==> src/rtl/dtd_bin_fetcher.sv <==
// rtl/dtd_bin_fetcher.sv - walks one compressed bin in DRAM and paces its words into DTD
// Optional perf counters (perf_cycles, perf_stall) are built when DTD_FETCH_PERF_EN is defined.
module dtd_bin_fetcher #(
  parameter int BIN_SIZE   = 400,
  parameter int FIFO_DEPTH = 4,
  parameter int ISSUE_GAP  = 12,
  parameter int ADDR_W     = 32,
  parameter int LINE_BYTES = 32
) (
  input  logic              clk,
  input  logic              rst,
  input  logic              start,
  input  logic [ADDR_W-1:0] bin_base,
  output logic              mem_req_valid,
  input  logic              mem_req_ready,
  output logic [ADDR_W-1:0] mem_req_addr,
  input  logic              mem_rsp_valid,
  input  logic [255:0]      mem_rsp_data,
  input  logic [3:0]        mem_rsp_enc,
  output logic [255:0]      dtd_data,
  output logic [3:0]        dtd_encoding,
  output logic              dtd_en,
  output logic              busy,
  output logic              done
`ifdef DTD_FETCH_PERF_EN
  ,
  output logic [31:0]       perf_cycles,
  output logic [31:0]       perf_stall
`endif
);

  localparam int PW  = (FIFO_DEPTH > 1) ? $clog2(FIFO_DEPTH) : 1;
  localparam int CW  = $clog2(FIFO_DEPTH) + 1;
  localparam int CW1 = CW + 1;
  localparam int GW  = (ISSUE_GAP > 1) ? $clog2(ISSUE_GAP) : 1;
  localparam int GAP_M1 = ISSUE_GAP - 1;

  typedef enum logic [1:0] {S_IDLE, S_FETCH, S_DRAIN} state_t;

  state_t            state_q, state_d;
  logic [ADDR_W-1:0] addr_q, addr_d;
  logic [9:0]        consumed_q, consumed_d;
  logic [CW-1:0]     outstanding_q, outstanding_d;
  logic [GW-1:0]     gap_q, gap_d;
  logic [PW-1:0]     wr_ptr_q, wr_ptr_d;
  logic [PW-1:0]     rd_ptr_q, rd_ptr_d;
  logic [CW-1:0]     count_q, count_d;
  logic [259:0]      fifo_q [FIFO_DEPTH];
  logic [259:0]      fifo_d [FIFO_DEPTH];
  logic [255:0]      dtd_data_q, dtd_data_d;
  logic [3:0]        dtd_enc_q, dtd_enc_d;
  logic              dtd_en_q, dtd_en_d;
  logic              done_q, done_d;

  logic         in_fetch;
  logic         bin_open;
  logic [CW:0]  credit_used;
  logic         req_fire;
  logic         rsp_take;
  logic         push;
  logic         pop;
  logic [259:0] head;
  logic [3:0]   head_enc;
  logic [8:0]   head_size;

  assign in_fetch    = (state_q == S_FETCH);
  assign bin_open    = (consumed_q < 10'(BIN_SIZE));
  assign credit_used = CW1'(outstanding_q) + CW1'(count_q);

  // Credits cover both in-flight reads and buffered words, so a response always has a slot.
  assign mem_req_valid = in_fetch && bin_open && (credit_used < CW1'(FIFO_DEPTH));
  assign req_fire      = mem_req_valid && mem_req_ready;
  assign rsp_take      = mem_rsp_valid && (state_q != S_IDLE) && (outstanding_q != '0);
  assign push          = rsp_take && in_fetch;
  assign pop           = in_fetch && (gap_q == '0) && (count_q != '0) && bin_open;

  assign head      = fifo_q[rd_ptr_q];
  assign head_enc  = head[3:0];
  assign head_size = (head_enc == 4'd0) ? 9'd32 : {4'b0000, head_enc, 1'b0};

  assign mem_req_addr = addr_q;
  assign dtd_data     = dtd_data_q;
  assign dtd_encoding = dtd_enc_q;
  assign dtd_en       = dtd_en_q;
  assign done         = done_q;
  assign busy         = (state_q != S_IDLE);

  always_comb begin
    state_d       = state_q;
    addr_d        = addr_q;
    consumed_d    = consumed_q;
    gap_d         = gap_q;
    wr_ptr_d      = wr_ptr_q;
    rd_ptr_d      = rd_ptr_q;
    count_d       = count_q;
    fifo_d        = fifo_q;
    dtd_data_d    = dtd_data_q;
    dtd_enc_d     = dtd_enc_q;
    dtd_en_d      = 1'b0;
    done_d        = 1'b0;
    outstanding_d = outstanding_q + CW'(req_fire) - CW'(rsp_take);
    if (gap_q != '0) gap_d = gap_q - GW'(1);

    case (state_q)
      S_IDLE: begin
        if (start) begin
          state_d       = S_FETCH;
          addr_d        = bin_base;
          consumed_d    = '0;
          outstanding_d = '0;
          gap_d         = '0;
          wr_ptr_d      = '0;
          rd_ptr_d      = '0;
          count_d       = '0;
        end
      end
      S_FETCH: begin
        if (req_fire) addr_d = addr_q + ADDR_W'(LINE_BYTES);
        if (push) begin
          fifo_d[wr_ptr_q] = {mem_rsp_data, mem_rsp_enc};
          wr_ptr_d         = wr_ptr_q + PW'(1);
        end
        if (pop) begin
          rd_ptr_d   = rd_ptr_q + PW'(1);
          dtd_data_d = head[259:4];
          dtd_enc_d  = head_enc;
          dtd_en_d   = 1'b1;
          consumed_d = consumed_q + 10'(head_size);
          gap_d      = GW'(GAP_M1);
        end
        count_d = count_q + CW'(push) - CW'(pop);
        // Bin complete: leftover buffered words belong past the end of the bin.
        if (!bin_open) begin
          state_d  = S_DRAIN;
          wr_ptr_d = '0;
          rd_ptr_d = '0;
          count_d  = '0;
        end
      end
      S_DRAIN: begin
        if (outstanding_q == '0) begin
          state_d = S_IDLE;
          done_d  = 1'b1;
        end
      end
      default: state_d = S_IDLE;
    endcase
  end

`ifdef DTD_FETCH_PERF_EN
  logic [31:0] perf_cycles_q, perf_cycles_d;
  logic [31:0] perf_stall_q, perf_stall_d;

  assign perf_cycles = perf_cycles_q;
  assign perf_stall  = perf_stall_q;

  always_comb begin
    perf_cycles_d = perf_cycles_q;
    perf_stall_d  = perf_stall_q;
    if ((state_q == S_IDLE) && start) begin
      perf_cycles_d = '0;
      perf_stall_d  = '0;
    end else begin
      if ((state_q != S_IDLE) && (perf_cycles_q != '1))
        perf_cycles_d = perf_cycles_q + 32'd1;
      if (in_fetch && (gap_q == '0) && (count_q == '0) && bin_open && (perf_stall_q != '1))
        perf_stall_d = perf_stall_q + 32'd1;
    end
  end

  always_ff @(posedge clk) begin
    if (rst) begin
      perf_cycles_q <= '0;
      perf_stall_q  <= '0;
    end else begin
      perf_cycles_q <= perf_cycles_d;
      perf_stall_q  <= perf_stall_d;
    end
  end
`endif

  always_ff @(posedge clk) begin
    if (rst) begin
      state_q       <= S_IDLE;
      addr_q        <= '0;
      consumed_q    <= '0;
      outstanding_q <= '0;
      gap_q         <= '0;
      wr_ptr_q      <= '0;
      rd_ptr_q      <= '0;
      count_q       <= '0;
      fifo_q        <= '{default: '0};
      dtd_data_q    <= '0;
      dtd_enc_q     <= '0;
      dtd_en_q      <= 1'b0;
      done_q        <= 1'b0;
    end else begin
      state_q       <= state_d;
      addr_q        <= addr_d;
      consumed_q    <= consumed_d;
      outstanding_q <= outstanding_d;
      gap_q         <= gap_d;
      wr_ptr_q      <= wr_ptr_d;
      rd_ptr_q      <= rd_ptr_d;
      count_q       <= count_d;
      fifo_q        <= fifo_d;
      dtd_data_q    <= dtd_data_d;
      dtd_enc_q     <= dtd_enc_d;
      dtd_en_q      <= dtd_en_d;
      done_q        <= done_d;
    end
  end

  // A push into a full buffer means the credit accounting is broken.
  assert property (@(posedge clk) disable iff (rst) !(push && (count_q == CW'(FIFO_DEPTH))));

endmodule

==> config.mk <==
export PLATFORM = sky130hd
export DESIGN_NAME = dtd_bin_fetcher
export DESIGN_NICKNAME = d
export VERILOG_FILES = /design/src/rtl/dtd_bin_fetcher.sv
export SDC_FILE = /design/constraint.sdc
export NUM_CORES = 2
export LEC_CHECK = 0
export ABC_CLOCK_PERIOD_IN_PS = 4280
export BUFFER_PORTS_ARGS = -buffer_cell sky130_fd_sc_hd__buf_2
export CAP_MARGIN = 25
export CORE_MARGIN = 3
export CORE_UTILIZATION = 40
export CTS_CLUSTER_DIAMETER = 150
export DETAILED_ROUTE_END_ITERATION = 10
export PLACE_DENSITY = 0.64
export SKIP_CTS_REPAIR_TIMING = 1
export SYNTH_ARGS = -nofsm -noshare
export SYNTH_HDL_FRONTEND = slang
export SYNTH_SLANG_ARGS = --single-unit
==> constraint.sdc <==
create_clock -name clk -period 4.28 [get_ports clk]
set_clock_uncertainty 0.15 [all_clocks]
set_input_delay 0.856 -clock clk [delete_from_list [all_inputs] [get_ports clk]]
set_output_delay 0.856 -clock clk [all_outputs]
set_load 0.02 [all_outputs]
==> results.json <==
{
  "status": "finished, final reports clean",
  "highest_layer": "met5",
  "root_buffer": "clkbuf_16",
  "cp-startpoint": "consumed_q[4]$_SDFFE_PP0P_",
  "path_depth": 4,
  "final_util_pct": 47.30,
  "rr_startpoint": "gap_q[0]$_SDFF_PP0_",
  "finalCriticalPeriod_ns": 3.477,
  "synth_cell_types": 65,
  "yosysTopAreaCellShare_pct": 50.30,
  "holdWs_ns": 0.1813,
  "p_leak_nw": 21.63,
  "wl_met3_um": 11070,
  "ys.flop_type": "dfxtp_1",
  "grt_max_degree": 195,
  "die_w_um": 373.7,
  "reg2reg_slack_ns": 0.96,
  "dr.pass1.iters": 6,
  "antenna_found_initial": 51,
  "antenna_left": 0,
  "maxCapViolCount": 0,
  "synth_edf_count": 0,
  "globalRoute.totalOverflow": 0,
  "multi_input_area_mm2": 0.02436,
  "first_global_vias": 44600,
  "path_clk_slew_ns": 0.06,
  "synth_warnings": 0,
  "r2r_cells": 9,
  "worstPathArrival_ns": 2.47,
  "dieArea_mm2": 0.1397,
  "rows": 134,
  "path_buf_inv": 1,
  "vias": 46060,
  "finalHoldViolCount": 0,
  "required_ns": 3.27,
  "synthTopCellsByArea": "dfxtp_1 (50%), nand2_1 (18%), a21oi_1 (12%)",
  "core_area_mm2": 0.1338,
  "grt_usage_pct": 22.79,
  "slew_violations": 0,
  "drive_gt1_share_pct": 18.12,
  "met1Wirelength_um": 68430,
  "max-vdd-ir-drop_mv": 0.3413,
  "grt_pass1_wl_um": 257500,
  "clockBufferDepth": 3,
  "syn_to_final_growth_pct": 17.01,
  "die_y_um": 373.7,
  "syn_nets": 6700,
  "path_max_fanout": 13,
  "nets": 7053,
  "numClockSinks": 1359,
  "worstPathCellList": "o311a_1, nor3_4, and3_1, buf_2",
  "place_area_mm2": 0.05837,
  "syn_inst": 6383,
  "cts_buffers": 144,
  "fin_tns_setup_ns": 0,
  "dp_hpwl_um": 101300,
  "crit_path_max_incr_delay_ns": 0.52,
  "end_kind": "primary output",
  "crit_path_end": "mem_req_valid",
  "async_flop_share_pct": 0,
  "ys_ff_latch": 1359,
  "wl_met2_um": 79060,
  "regArea_mm2": 0.02721,
  "setup_violations": 0,
  "powerDensity_mw_per_mm2": 416.2,
  "layoutNonFillerInstCount": 8663,
  "avgViaCountPerCell": 5.317,
  "hp-start": "bin_base[4]",
  "drt-initial-drc-count": 3510,
  "path_delay_family": "simple AND/OR/NAND/NOR gates",
  "fillers": 12890,
  "drc": 0,
  "gp_congestion": 0.8138,
  "start_util_pct": 40.43,
  "path_class": "register to primary output",
  "io-pin-count": 593,
  "max_freq_mhz": 287.6,
  "place_inst": 8358,
  "wl_um": 164100,
  "ys_seq_area_share_pct": 50.30,
  "synth.avg_cell_area_um2": 8.474,
  "tightest_slew_ns": 1.131,
  "cts_tree": "built",
  "htree_levels": 4,
  "rsz0062_at_grt": "false",
  "min_period_over_period_pct": 81.24,
  "hp-class": "input port to register",
  "port_buffers": 592,
  "design_area_mm2": 0.06329,
  "relSlewSlack_pct": 24.57,
  "syn_area_mm2": 0.05409,
  "synth_area_leader_cell": "dfxtp_1",
  "clock_latency_ns": 0.76,
  "critPathLaunchType": "register",
  "routedWlPerCell_um": 18.95,
  "r2r-end": "dtd_data[23]$_SDFFE_PP0P_",
  "crit_path_top_delay_cell": "nor3_4"
}
-- worst min-delay path: stages --
cell and delay (ns):
buf_2 0.09, nand2_1 0.05, a21oi_1 0.05
-- cell type report --
| cell class | instances | share of cell area, % |
|---|---|---|
| Multi-Input combinational cell | 4497 | 38.50 |
| Tap cell | 1768 | 3.495 |
| Clock inverter | 47 | 0.9095 |
| Timing Repair Buffer | 722 | 7.149 |
| Inverter | 12 | 0.08304 |
| Clock buffer | 211 | 6.679 |
| Sequential cell | 1359 | 43.00 |
| Antenna cell | 47 | 0.1858 |
-- power breakdown --
part / switching, mW / total (mW) / leakage [nW] / internal [mW]
Sequential: 0.0622 / 12.8 / 10.9 / 12.7
Combinational: 0.639 / 0.966 / 8.31 / 0.327
Clock: 5.32 / 12.6 / 2.37 / 7.28
Total: 6.02 / 26.3 / 21.6 / 20.3
-- worst min-delay path by stage --
stage	endpoint	cells after the start
2_1_floorplan	fifo_q[260]$_SDFFE_PP0P_	2
3_3_place_gp	fifo_q[104]$_SDFFE_PP0P_	2
3_5_place_dp	dtd_data[239]$_SDFFE_PP0P_	2
4_1_cts	mem_req_addr[1]$_SDFFE_PP0P_	3
5_1_grt	mem_req_addr[4]$_SDFFE_PP0P_	3
6_report	mem_req_addr[4]$_SDFFE_PP0P_	3
-- cell usage in the layout (no fill, tap or decap), types with 6 or more instances in the layout --
cell / instances
a211oi_1: 8
a21oi_1: 1346
a311oi_1: 8
and3_1: 10
buf_12: 46
buf_2: 591
buf_4: 84
bufinv_16: 6
clkbuf_1: 31
clkbuf_16: 145
clkbuf_8: 35
clkinv_2: 22
dfxtp_1: 1357
diode_2: 47
ha_1: 17
inv_1: 11
mux4_2: 260
nand2_1: 2651
nand3_1: 18
nor2_1: 34
nor3_1: 10
o21ai_0: 24
-- state kept, by name, indices dropped and copies added (netlist names) --
name           cells
fifo_q          1040
dtd_data         256
mem_req_addr      32
consumed_q         9
dtd_encoding       4
gap_q              4
count_q            3
outstanding_q      3
rd_ptr_q           2
state_q            2
wr_ptr_q           2
done               1
dtd_en             1
-- per-stage QoR --
step | total power, mW | worst slack (ns)
after floorplan | 13.55 | 1.189
after global placement | 14.00 | 0.9867
after detailed placement | 14.01 | 0.9559
after CTS | 26.59 | 0.7420
after global routing | 27.17 | 0.6435
final | 26.34 | 0.8029
-- synthesized netlist by cell type, types with 4 or more instances --
| cell type | n |
|---|---|
| or3_1 | 4 |
| nor3_1 | 10 |
| xnor2_1 | 4 |
| nand2b_1 | 6 |
| clkbuf_1 | 217 |
| o21ai_0 | 24 |
| ha_1 | 17 |
| mux4_2 | 260 |
| nor2_1 | 34 |
| buf_4 | 96 |
| a211oi_1 | 8 |
| a21oi_1 | 1346 |
| buf_2 | 185 |
| inv_1 | 11 |
| nand2_1 | 2652 |
| dfxtp_1 | 1359 |
| and2_1 | 9 |
| buf_6 | 4 |
| a21o_1 | 4 |
| nand2_2 | 4 |
| buf_1 | 13 |
| o21bai_1 | 4 |
| xor2_1 | 4 |
| o32ai_1 | 4 |
| a311oi_1 | 8 |
| nand3_1 | 18 |
| and3_1 | 10 |
-- logic make-up after synthesis --
family                     synth area share (%)
and+or+nand+nor                           19.70
AOI/OAI and AO/OA                         13.74
DFF                                       50.30
buffers and inverters                     4.807
muxes                                     10.83
adders and majority gates                0.5043
xor gates and xnor gates                 0.1295
-- metal layers --
layer	GRT usage, %	vias up
met2	38.27	1439
met4	8.803	18
met3	4.623	323
li1	-	22050
met5	0	-
met1	28.82	22230
No activity file was read; power rests on OpenSTA's default activity.
